--- src/rtl/filter_pkg.sv ---
// filter_pkg: shared definitions for the 3x3 filter pipeline.
// Holds the frame-sequencer state type, default frame geometry and the
// kernel-id width used by the scheduler and the convolution stage.
package filter_pkg;

  localparam int H_ACTIVE_DEF = 320;
  localparam int V_ACTIVE_DEF = 240;
  localparam int KID_W        = 3;

  typedef enum logic [1:0] {
    ST_IDLE  = 2'd0,
    ST_PRIME = 2'd1,
    ST_RUN   = 2'd2
  } state_e;

endpackage

--- src/rtl/filter_border_clean.sv ---
// filter_border_clean: one-cycle registered stage that zeroes pixels on the
// outer border of the frame, where the 3x3 window reaches outside the image.
// Ports:
//   clk_in, rst_in            pixel clock, async active-high reset
//   filt_valid/pixel/hcount/vcount_in   filter output stream
//   valid/pixel/hcount/vcount_out       cleaned stream, 1 cycle later
module filter_border_clean
  import filter_pkg::*;
#(
  parameter int H_ACTIVE = H_ACTIVE_DEF,
  parameter int V_ACTIVE = V_ACTIVE_DEF
) (
  input  logic        clk_in,
  input  logic        rst_in,
  input  logic        filt_valid_in,
  input  logic [15:0] filt_pixel_in,
  input  logic [10:0] filt_hcount_in,
  input  logic [9:0]  filt_vcount_in,
  output logic        valid_out,
  output logic [15:0] pixel_out,
  output logic [10:0] hcount_out,
  output logic [9:0]  vcount_out
);

  localparam logic [10:0] H_LAST = 11'(H_ACTIVE - 1);
  localparam logic [9:0]  V_LAST = 10'(V_ACTIVE - 1);

  logic        border;
  logic [15:0] pixel_d;

  assign border = (filt_hcount_in == 11'd0) || (filt_hcount_in == H_LAST) ||
                  (filt_vcount_in == 10'd0) || (filt_vcount_in == V_LAST);
  assign pixel_d = border ? 16'h0000 : filt_pixel_in;

  always_ff @(posedge clk_in or posedge rst_in) begin
    if (rst_in) begin
      valid_out  <= 1'b0;
      pixel_out  <= 16'h0000;
      hcount_out <= 11'd0;
      vcount_out <= 10'd0;
    end else begin
      valid_out  <= filt_valid_in;
      pixel_out  <= pixel_d;
      hcount_out <= filt_hcount_in;
      vcount_out <= filt_vcount_in;
    end
  end

endmodule

--- src/rtl/filter_sched.sv ---
// filter_sched: frame-synchronous controller for the 3x3 filter pipeline.
// Latches kernel/enable requests and applies them only at start of frame,
// primes the line buffers for two lines after enable, drives kernel select
// and bypass, counts frames and cleans the filtered stream's border.
// Ports:
//   clk_in, rst_in                      pixel clock, async active-high reset
//   cam_valid/hcount/vcount_in          upstream stream (SOF and line ends)
//   enable_req_in                       level, desired filter enable
//   kernel_req_valid_in/id_in           kernel change request strobe
//   filt_*_in                           filter output stream
//   k_select_out, bypass_out            pipeline controls
//   pending_out, state_out, frame_count_out   status
//   valid/pixel/hcount/vcount_out       cleaned stream
//
// state | meaning
// IDLE  | filter off, raw stream bypassed; waits for SOF with enable
// PRIME | line buffers filling; bypassed until two upstream lines seen
// RUN   | filtered stream selected; leaves at SOF with enable low
module filter_sched
  import filter_pkg::*;
#(
  parameter int H_ACTIVE    = H_ACTIVE_DEF,
  parameter int V_ACTIVE    = V_ACTIVE_DEF,
  parameter int NUM_KERNELS = 6
) (
  input  logic             clk_in,
  input  logic             rst_in,
  input  logic             cam_valid_in,
  input  logic [10:0]      cam_hcount_in,
  input  logic [9:0]       cam_vcount_in,
  input  logic             enable_req_in,
  input  logic             kernel_req_valid_in,
  input  logic [KID_W-1:0] kernel_req_id_in,
  input  logic             filt_valid_in,
  input  logic [15:0]      filt_pixel_in,
  input  logic [10:0]      filt_hcount_in,
  input  logic [9:0]       filt_vcount_in,
  output logic [KID_W-1:0] k_select_out,
  output logic             bypass_out,
  output logic             pending_out,
  output logic [1:0]       state_out,
  output logic [15:0]      frame_count_out,
  output logic             valid_out,
  output logic [15:0]      pixel_out,
  output logic [10:0]      hcount_out,
  output logic [9:0]       vcount_out
);

  localparam logic [10:0]  H_LAST = 11'(H_ACTIVE - 1);
  localparam logic [KID_W:0] NUM_K = (KID_W + 1)'(NUM_KERNELS);

  state_e           state_q, state_d;
  logic [1:0]       line_q, line_d;
  logic             pend_q, pend_d;
  logic [KID_W-1:0] pend_id_q, pend_id_d;
  logic [KID_W-1:0] ksel_q, ksel_d;
  logic             bypass_q;
  logic [15:0]      fc_q;

  logic sof, line_end, req_ok;

  assign sof      = cam_valid_in && (cam_hcount_in == 11'd0) && (cam_vcount_in == 10'd0);
  assign line_end = cam_valid_in && (cam_hcount_in == H_LAST);
  assign req_ok   = kernel_req_valid_in && ({1'b0, kernel_req_id_in} < NUM_K);

  always_comb begin
    state_d = state_q;
    line_d  = line_q;
    case (state_q)
      ST_IDLE: begin
        if (sof && enable_req_in) begin
          state_d = ST_PRIME;
          line_d  = 2'd0;
        end
      end
      ST_PRIME: begin
        // an SOF with enable still high is ignored: priming keeps counting
        if (sof && !enable_req_in) begin
          state_d = ST_IDLE;
          line_d  = 2'd0;
        end else if (line_end) begin
          if (line_q == 2'd1) begin
            state_d = ST_RUN;
            line_d  = 2'd0;
          end else begin
            line_d = line_q + 2'd1;
          end
        end
      end
      ST_RUN: begin
        if (sof && !enable_req_in) state_d = ST_IDLE;
      end
      default: begin
        state_d = ST_IDLE;
        line_d  = 2'd0;
      end
    endcase
  end

  // A request in the SOF cycle must survive the SOF, so the set wins
  // over the clear and the SOF applies only the previously latched id.
  always_comb begin
    pend_d    = pend_q;
    pend_id_d = pend_id_q;
    ksel_d    = ksel_q;
    if (sof && pend_q) begin
      ksel_d = pend_id_q;
      pend_d = 1'b0;
    end
    if (req_ok) begin
      pend_d    = 1'b1;
      pend_id_d = kernel_req_id_in;
    end
  end

  always_ff @(posedge clk_in or posedge rst_in) begin
    if (rst_in) begin
      state_q   <= ST_IDLE;
      line_q    <= 2'd0;
      pend_q    <= 1'b0;
      pend_id_q <= '0;
      ksel_q    <= '0;
      bypass_q  <= 1'b1;
      fc_q      <= 16'd0;
    end else begin
      state_q   <= state_d;
      line_q    <= line_d;
      pend_q    <= pend_d;
      pend_id_q <= pend_id_d;
      ksel_q    <= ksel_d;
      bypass_q  <= (state_d != ST_RUN);
      if (sof) fc_q <= fc_q + 16'd1;
    end
  end

  assign k_select_out    = ksel_q;
  assign bypass_out      = bypass_q;
  assign pending_out     = pend_q;
  assign state_out       = state_q;
  assign frame_count_out = fc_q;

  filter_border_clean #(
    .H_ACTIVE (H_ACTIVE),
    .V_ACTIVE (V_ACTIVE)
  ) u_clean (
    .clk_in         (clk_in),
    .rst_in         (rst_in),
    .filt_valid_in  (filt_valid_in),
    .filt_pixel_in  (filt_pixel_in),
    .filt_hcount_in (filt_hcount_in),
    .filt_vcount_in (filt_vcount_in),
    .valid_out      (valid_out),
    .pixel_out      (pixel_out),
    .hcount_out     (hcount_out),
    .vcount_out     (vcount_out)
  );

endmodule

--- config.mk ---
export PLATFORM = sky130hd
export DESIGN_NAME = filter_sched
export DESIGN_NICKNAME = d
export VERILOG_FILES = /design/src/rtl/filter_pkg.sv /design/src/rtl/filter_border_clean.sv /design/src/rtl/filter_sched.sv
export SDC_FILE = /design/constraint.sdc
export NUM_CORES = 1
export LEC_CHECK = 0
export CELL_PAD_IN_SITES_DETAIL_PLACEMENT = 1
export CELL_PAD_IN_SITES_GLOBAL_PLACEMENT = 1
export CORE_ASPECT_RATIO = 1.5
export CORE_UTILIZATION = 33
export CTS_BUF_LIST = sky130_fd_sc_hd__clkbuf_4 sky130_fd_sc_hd__clkbuf_8
export CTS_CLUSTER_SIZE = 16
export DETAILED_ROUTE_END_ITERATION = 12
export PLACE_DENSITY = 0.84
export SYNTH_ARGS = -nofsm -noshare
export SYNTH_HDL_FRONTEND = slang
export SYNTH_SLANG_ARGS = --single-unit
export TNS_END_PERCENT = 30
--- constraint.sdc ---
create_clock -name clk_in -period 3.3 [get_ports clk_in]
set_input_delay 0.33 -clock clk_in [delete_from_list [all_inputs] [get_ports clk_in]]
set_output_delay 0.33 -clock clk_in [all_outputs]
set_load 0.01 [all_outputs]
Word level (Yosys, flattened, before mapping) --
Index checks and enable logic that the tools add are counted.
Word-level totals: register bits 66, bits of input ports 67, output and inout bits 61, word-level logic and storage cells 56
Cells by class: add/subtract/negate cells 2, $lt $le $gt $ge 1, equal/unequal tests 9, mux-type cells 14, bitwise operators 1, reductions and logical operators 18
Operators by type and width (count):
- == test 11 x 9 -> 1 bit (second input constant) | 2
- logical NOT 11 bit | 2
- logical NOT 10 bit | 2
- two-way mux 2 bit | 9
- adder 16 x 1 -> 16 bit (second input constant) | 1
- two-way mux 16 bit | 1
- case mux 2 bit (3 select lines) | 2
- == test 10 x 8 -> 1 bit (second input constant) | 1
- logical AND 1 bit | 7
- == test 2 x 1 -> 1 bit (second input constant) | 2
- != test 2 bit (second input constant) | 2
- logical OR 1 bit | 3
- < comparator 3 bit (second input constant) | 1
- != test 3 bit (second input constant) | 1
- AND reduction 3 bit | 1
- adder 2 x 1 -> 2 bit (second input constant) | 1
- == test 2 bit (second input constant) | 1
- logical NOT 2 bit | 1
- two-way mux 1 bit | 2
- nonzero test 2 bit | 1
- logical NOT 1 bit | 1
- NOT 1 bit | 1

Depth between registers and ports, before layout --
depth in word-level cells 7, gate-level depth with buffers 6, depth with buffers taken out 5

By module --
From an unflattened synthesis, not the netlist that was laid out.
Unflattened totals: cells, all modules 196, area total of the unflattened synthesis 2519.9 um^2
By module, submodules not included:
- filter_sched | times used 1, cells an instance 125, area each 1326.3 um^2, sequential area each 701.9 um^2
- filter_border_clean | times used 1, cells an instance 71, area each 1193.6 um^2, sequential area each 950.9 um^2

Worst setup path before layout --
OpenSTA, ideal clock, no wires.
path type input to register, start point input cam_hcount_in[7], end point register line_q[1], arrival 1949 ps, required time 3181 ps, slack 1232 ps, stages 6, cells stage by stage or4_4 nand4bb_4 or3_1 buf_6 o21a_1 and2_1
Between the ends: cells in the longest elaborated chain, start to end 6
Ends and longest elaborated chain:
- start: declaration | RTL line filter_sched.sv:29 | input logic [10:0] cam_hcount_in,
- logical NOT 11 bit | RTL line filter_sched.sv:62 | assign sof = cam_valid_in && (cam_hcount_in == 11'd0) && (cam_vcount_in == 10'd0);
- logical AND 1 bit (2 in series) | RTL line filter_sched.sv:62
- logical AND 1 bit (on tied branches) | RTL line filter_sched.sv:78, filter_sched.sv:71
- != test 3 bit (no line) (tied with other cells)
- AND reduction 3 bit (no line) / case mux 2 bit (3 select lines) (equally long branches)
- end signal: assignment | RTL line filter_sched.sv:127 | line_q <= line_d;
- end: declaration | RTL line filter_sched.sv:53 | logic [1:0] line_q, line_d;
Parallel ways exist; a longest one is shown, timed or not. A chain may end at the register's enable or synchronous reset.

Worst setup path after layout --
Same ends and word-level chain as after synthesis.

==> metrics.md <==
| Metric | Value |
|---|---|
| Delay-heaviest family, CP | `simple AND/OR/NAND/NOR gates` |
| GRT Max-Usage Layer | `met2` |
| Clock Tree Buf Depth | `2` |
| Fin. max-slew vios | `0` |
| Final worst slack | `1030 ps` |
| Initial antenna violation count | `0` |
| Fin nets | `392` |
| Setup TNS | `0 ps` |
| Clock transition at the registers of the reported paths | `70 ps` |
| Worst Hold Class | `input pin to flip-flop` |
| Cell Pwr Density | `just over 400 nW/µm²` |
| Slowest CP cell | `or4_4` |
| N_diodes | `0` |
| Grt ovf | `0` |
| VDD IR-drop max | `0.000237 V` |
| Yosys cell types | `34` |
| Period utilisation layout | `68.9%` |
| Final Hold Viols | `0` |
| First-pass iteration count of the detailed router | `4` |
| Slowest stage delay, CP | `550 ps` |
| Status | `complete, no violations` |
| Die area | `between 7000 and 8000 µm²` |
| Gate Count Post-Synth | `187` |
| Setup crit start kind | `input pin` |
| Placer congestion estimate | `0.735` |
| Post-synth ARST share | `100%` |
| GR met3 Demand/Resource | `5.68%` |
| Req. time, crit path | `roughly 3500 ps` |
| GRT met1 Usage | `19.5%` |
| DRC viols | `0` |
| PostCTS Resize Cnt | `0` |
| Via/cell ratio | `about 4.7` |
| Hold buffers post-CTS | `0` |
| Starting Density | `34.1%` |
| Ys flop type | `dfrtp_1` |
| Worst slew margin | `32.4%` |
| Crit-path cells | `clkdlybuf4s50_1 -> or4_4 -> nand4bb_4 -> or3_1 -> o21a_1 -> and2_1` |
| Port Buf Inserts | `between 100 and 150` |
| Die Height | `108 µm` |
| First-pass GRT wire length | `11.2 mm` |
| Hpwl dp | `between 5 and 6 mm` |
| Area growth from synthesis to layout | `63.7%` |
| CTS tree | `yes` |
| Layout cells sized above 1 | `approximately a tenth` |
| Die W | `72.8 µm` |
| CP Max Fanout | `8` |
| Avg Inst Size Synth | `roughly 13 µm²` |
| F_max | `440 MHz` |
| Via count | `2009` |
| Sequential share of the synthesized area | `66.7%` |
| RSZ-0062 raised after global routing | `no` |
| Routed WL | `6.88 mm` |
| Vias in the first global route | `2263` |
| Met2 GRT Util | `~36%` |
| Routed WL per cell | `between 15 and 20 µm` |
| Setup bufs post-CTS | `0` |
| Clock H-tree levels | `3` |
| Leak | `between 1.5 and 2 nW` |
| Worst skew pair latency | `340 ps` |
| Tot GR Track Use | `19.5%` |
| DR iter-0 viols | `69` |
| MaxCap Viol Count | `0` |
| Io pins | `between 100 and 150` |
| # fillers | `767` |
| Multi-input logic area | `796 µm²` |
| Largest net degree at the start of global routing | `50` |
| Register area | `around 1700 µm²` |
| DRT antenna net count | `0` |
| Mapped Nets | `255` |
| Setup violators final | `0` |
| Rows | `38` |
| Least-Margin Pin Slew | `slightly above 1000 ps` |
| EDFF count, synth | `0` |
| Root buf cell | `clkbuf_8` |
| Num CTS Buffers | `9` |
| TritonCTS Sinks | `66` |
| Buf/Inv on CP | `1` |
| Final core utilization | `55.8%` |
| Core area | `7270 µm²` |
| Pre-CTS setup slack | `672 ps` |
| Synth warn | `0` |
| CP endpoint kind | `flip-flop` |
| Critical path type | `input pin to flip-flop` |
| Synth Register Bits | `66` |
| Minimum clock period | `approximately 2300 ps` |
| Cell area after synthesis | `2480 µm²` |
| Worst EP arrival | `2510 ps` |
| Clock skew | `9.12 ps` |
==> cell usage in the layout, fill, tap and decap left out, types with 2 or more instances in the layout <==
master	instances
nand4_1	9
a21boi_0	2
o21ai_0	4
nand3_1	9
clkbuf_4	2
dfrtp_1	65
clkdlybuf4s50_1	127
clkbuf_8	12
clkinv_2	2
and2_1	18
nor4_1	8
nor2_1	9
nand2_1	12
inv_1	3
nor3_1	5
nor2b_1	3
nor4_4	2
xnor2_1	14
mux2_2	4
==> routing by layer <==
layer  vias to the layer above  wire length, µm  share of wire [%]
met5                         -                0                  0
met4                         0              171                2.5
met1                       982             2390                 35
li1                        922                -                  -
met2                        90             3830                 56
met3                        15              495                7.2
==> through the flow <==
step | total power, mW | cell area (µm²) | std cells | hold slack [ps]
2_1_floorplan | 0.906 | 2480 | 187 | 361
3_3_place_gp | 1.05 | 3870 | 413 | 460
3_5_place_dp | 1.06 | 3870 | 413 | 478
4_1_cts | 1.71 | 4060 | 429 | 425
5_1_grt | 1.75 | 4060 | 429 | 427
6_report | 1.68 | 4060 | 429 | 443
==> worst register-to-register path, stage by stage (launching register included) <==
cell and delay, ps:
dfrtp_1 470, nand4_1 260, nor3_1 370, and3_1 220, nand3_1 90, xnor2_1 150
==> logic make-up after synthesis <==
group / after synthesis / share of synthesized area (%)
buf+inv: 6 / 1.21
compound gates: 11 / 3.03
xor+xnor: 15 / 5.30
mux: 5 / 2.22
fa+ha+maj: 1 / 0.505
simple gates: 83 / 21.1
flops: 66 / 66.7
==> report_power, final <==
part / internal (mW) / leakage (nW) / switching (mW) / total, mW
clock network: 0.349 / 0.103 / 0.289 / 0.638
registers: 0.837 / 0.809 / 0.00964 / 0.847
logic: 0.122 / 0.786 / 0.0702 / 0.192
total: 1.31 / 1.70 / 0.369 / 1.68
==> cells in the mapped netlist, types with 2 or more instances <==
| master | instances | area (µm²) |
|---|---|---|
| inv_1 | 4 | 15.0 |
| o21ai_0 | 4 | 20.0 |
| nor2b_1 | 3 | 18.8 |
| a21boi_0 | 2 | 15.0 |
| nand2_1 | 12 | 45.0 |
| and2_1 | 18 | 113 |
| nor2_1 | 9 | 33.8 |
| nand4_1 | 9 | 56.3 |
| nand3_1 | 9 | 45.0 |
| nor4_4 | 2 | 42.5 |
| xnor2_1 | 14 | 123 |
| dfrtp_1 | 65 | 1630 |
| nor3_1 | 5 | 25.0 |
| nor4_1 | 8 | 50.1 |
| mux2_2 | 4 | 45.0 |
==> state kept, by name, indices dropped and copies added, names as in the netlist, 2 cells and up <==
signal,count
line_q,2
k_select_out,3
frame_count_out,16
u_clean.pixel_out,16
state_out,2
u_clean.hcount_out,11
u_clean.vcount_out,10
pend_id_q,3
==> layout make-up <==
type | instances | area share, %
clock buffer | 14 | 4.44
clock inverter | 2 | 0.247
inverter | 4 | 0.370
multi-input combinational | 115 | 19.6
sequential | 66 | 40.7
tap | 100 | 3.08
timing repair buffer | 128 | 31.5
==> worst paths after layout <==
| kind | depth (start not counted) | start | to | slack [ps] |
|---|---|---|---|---|
| worst max register to register | 5 | frame_count_out[4] | frame_count_out[15] | 1630 |
| max in group asynchronous | 3 | rst_in | u_clean.hcount_out[0] | 1930 |
| worst min register to register | 1 | frame_count_out[15] | frame_count_out[15] | 480 |
| worst min-delay path | 1 | filt_valid_in | u_clean.valid_out | 440 |
| worst max-delay path | 6 | cam_hcount_in[7] | line_q[1] | 1030 |
| min in group asynchronous | 2 | rst_in | u_clean.pixel_out[0] | 560 |
(Power assumes the default switching activity.)
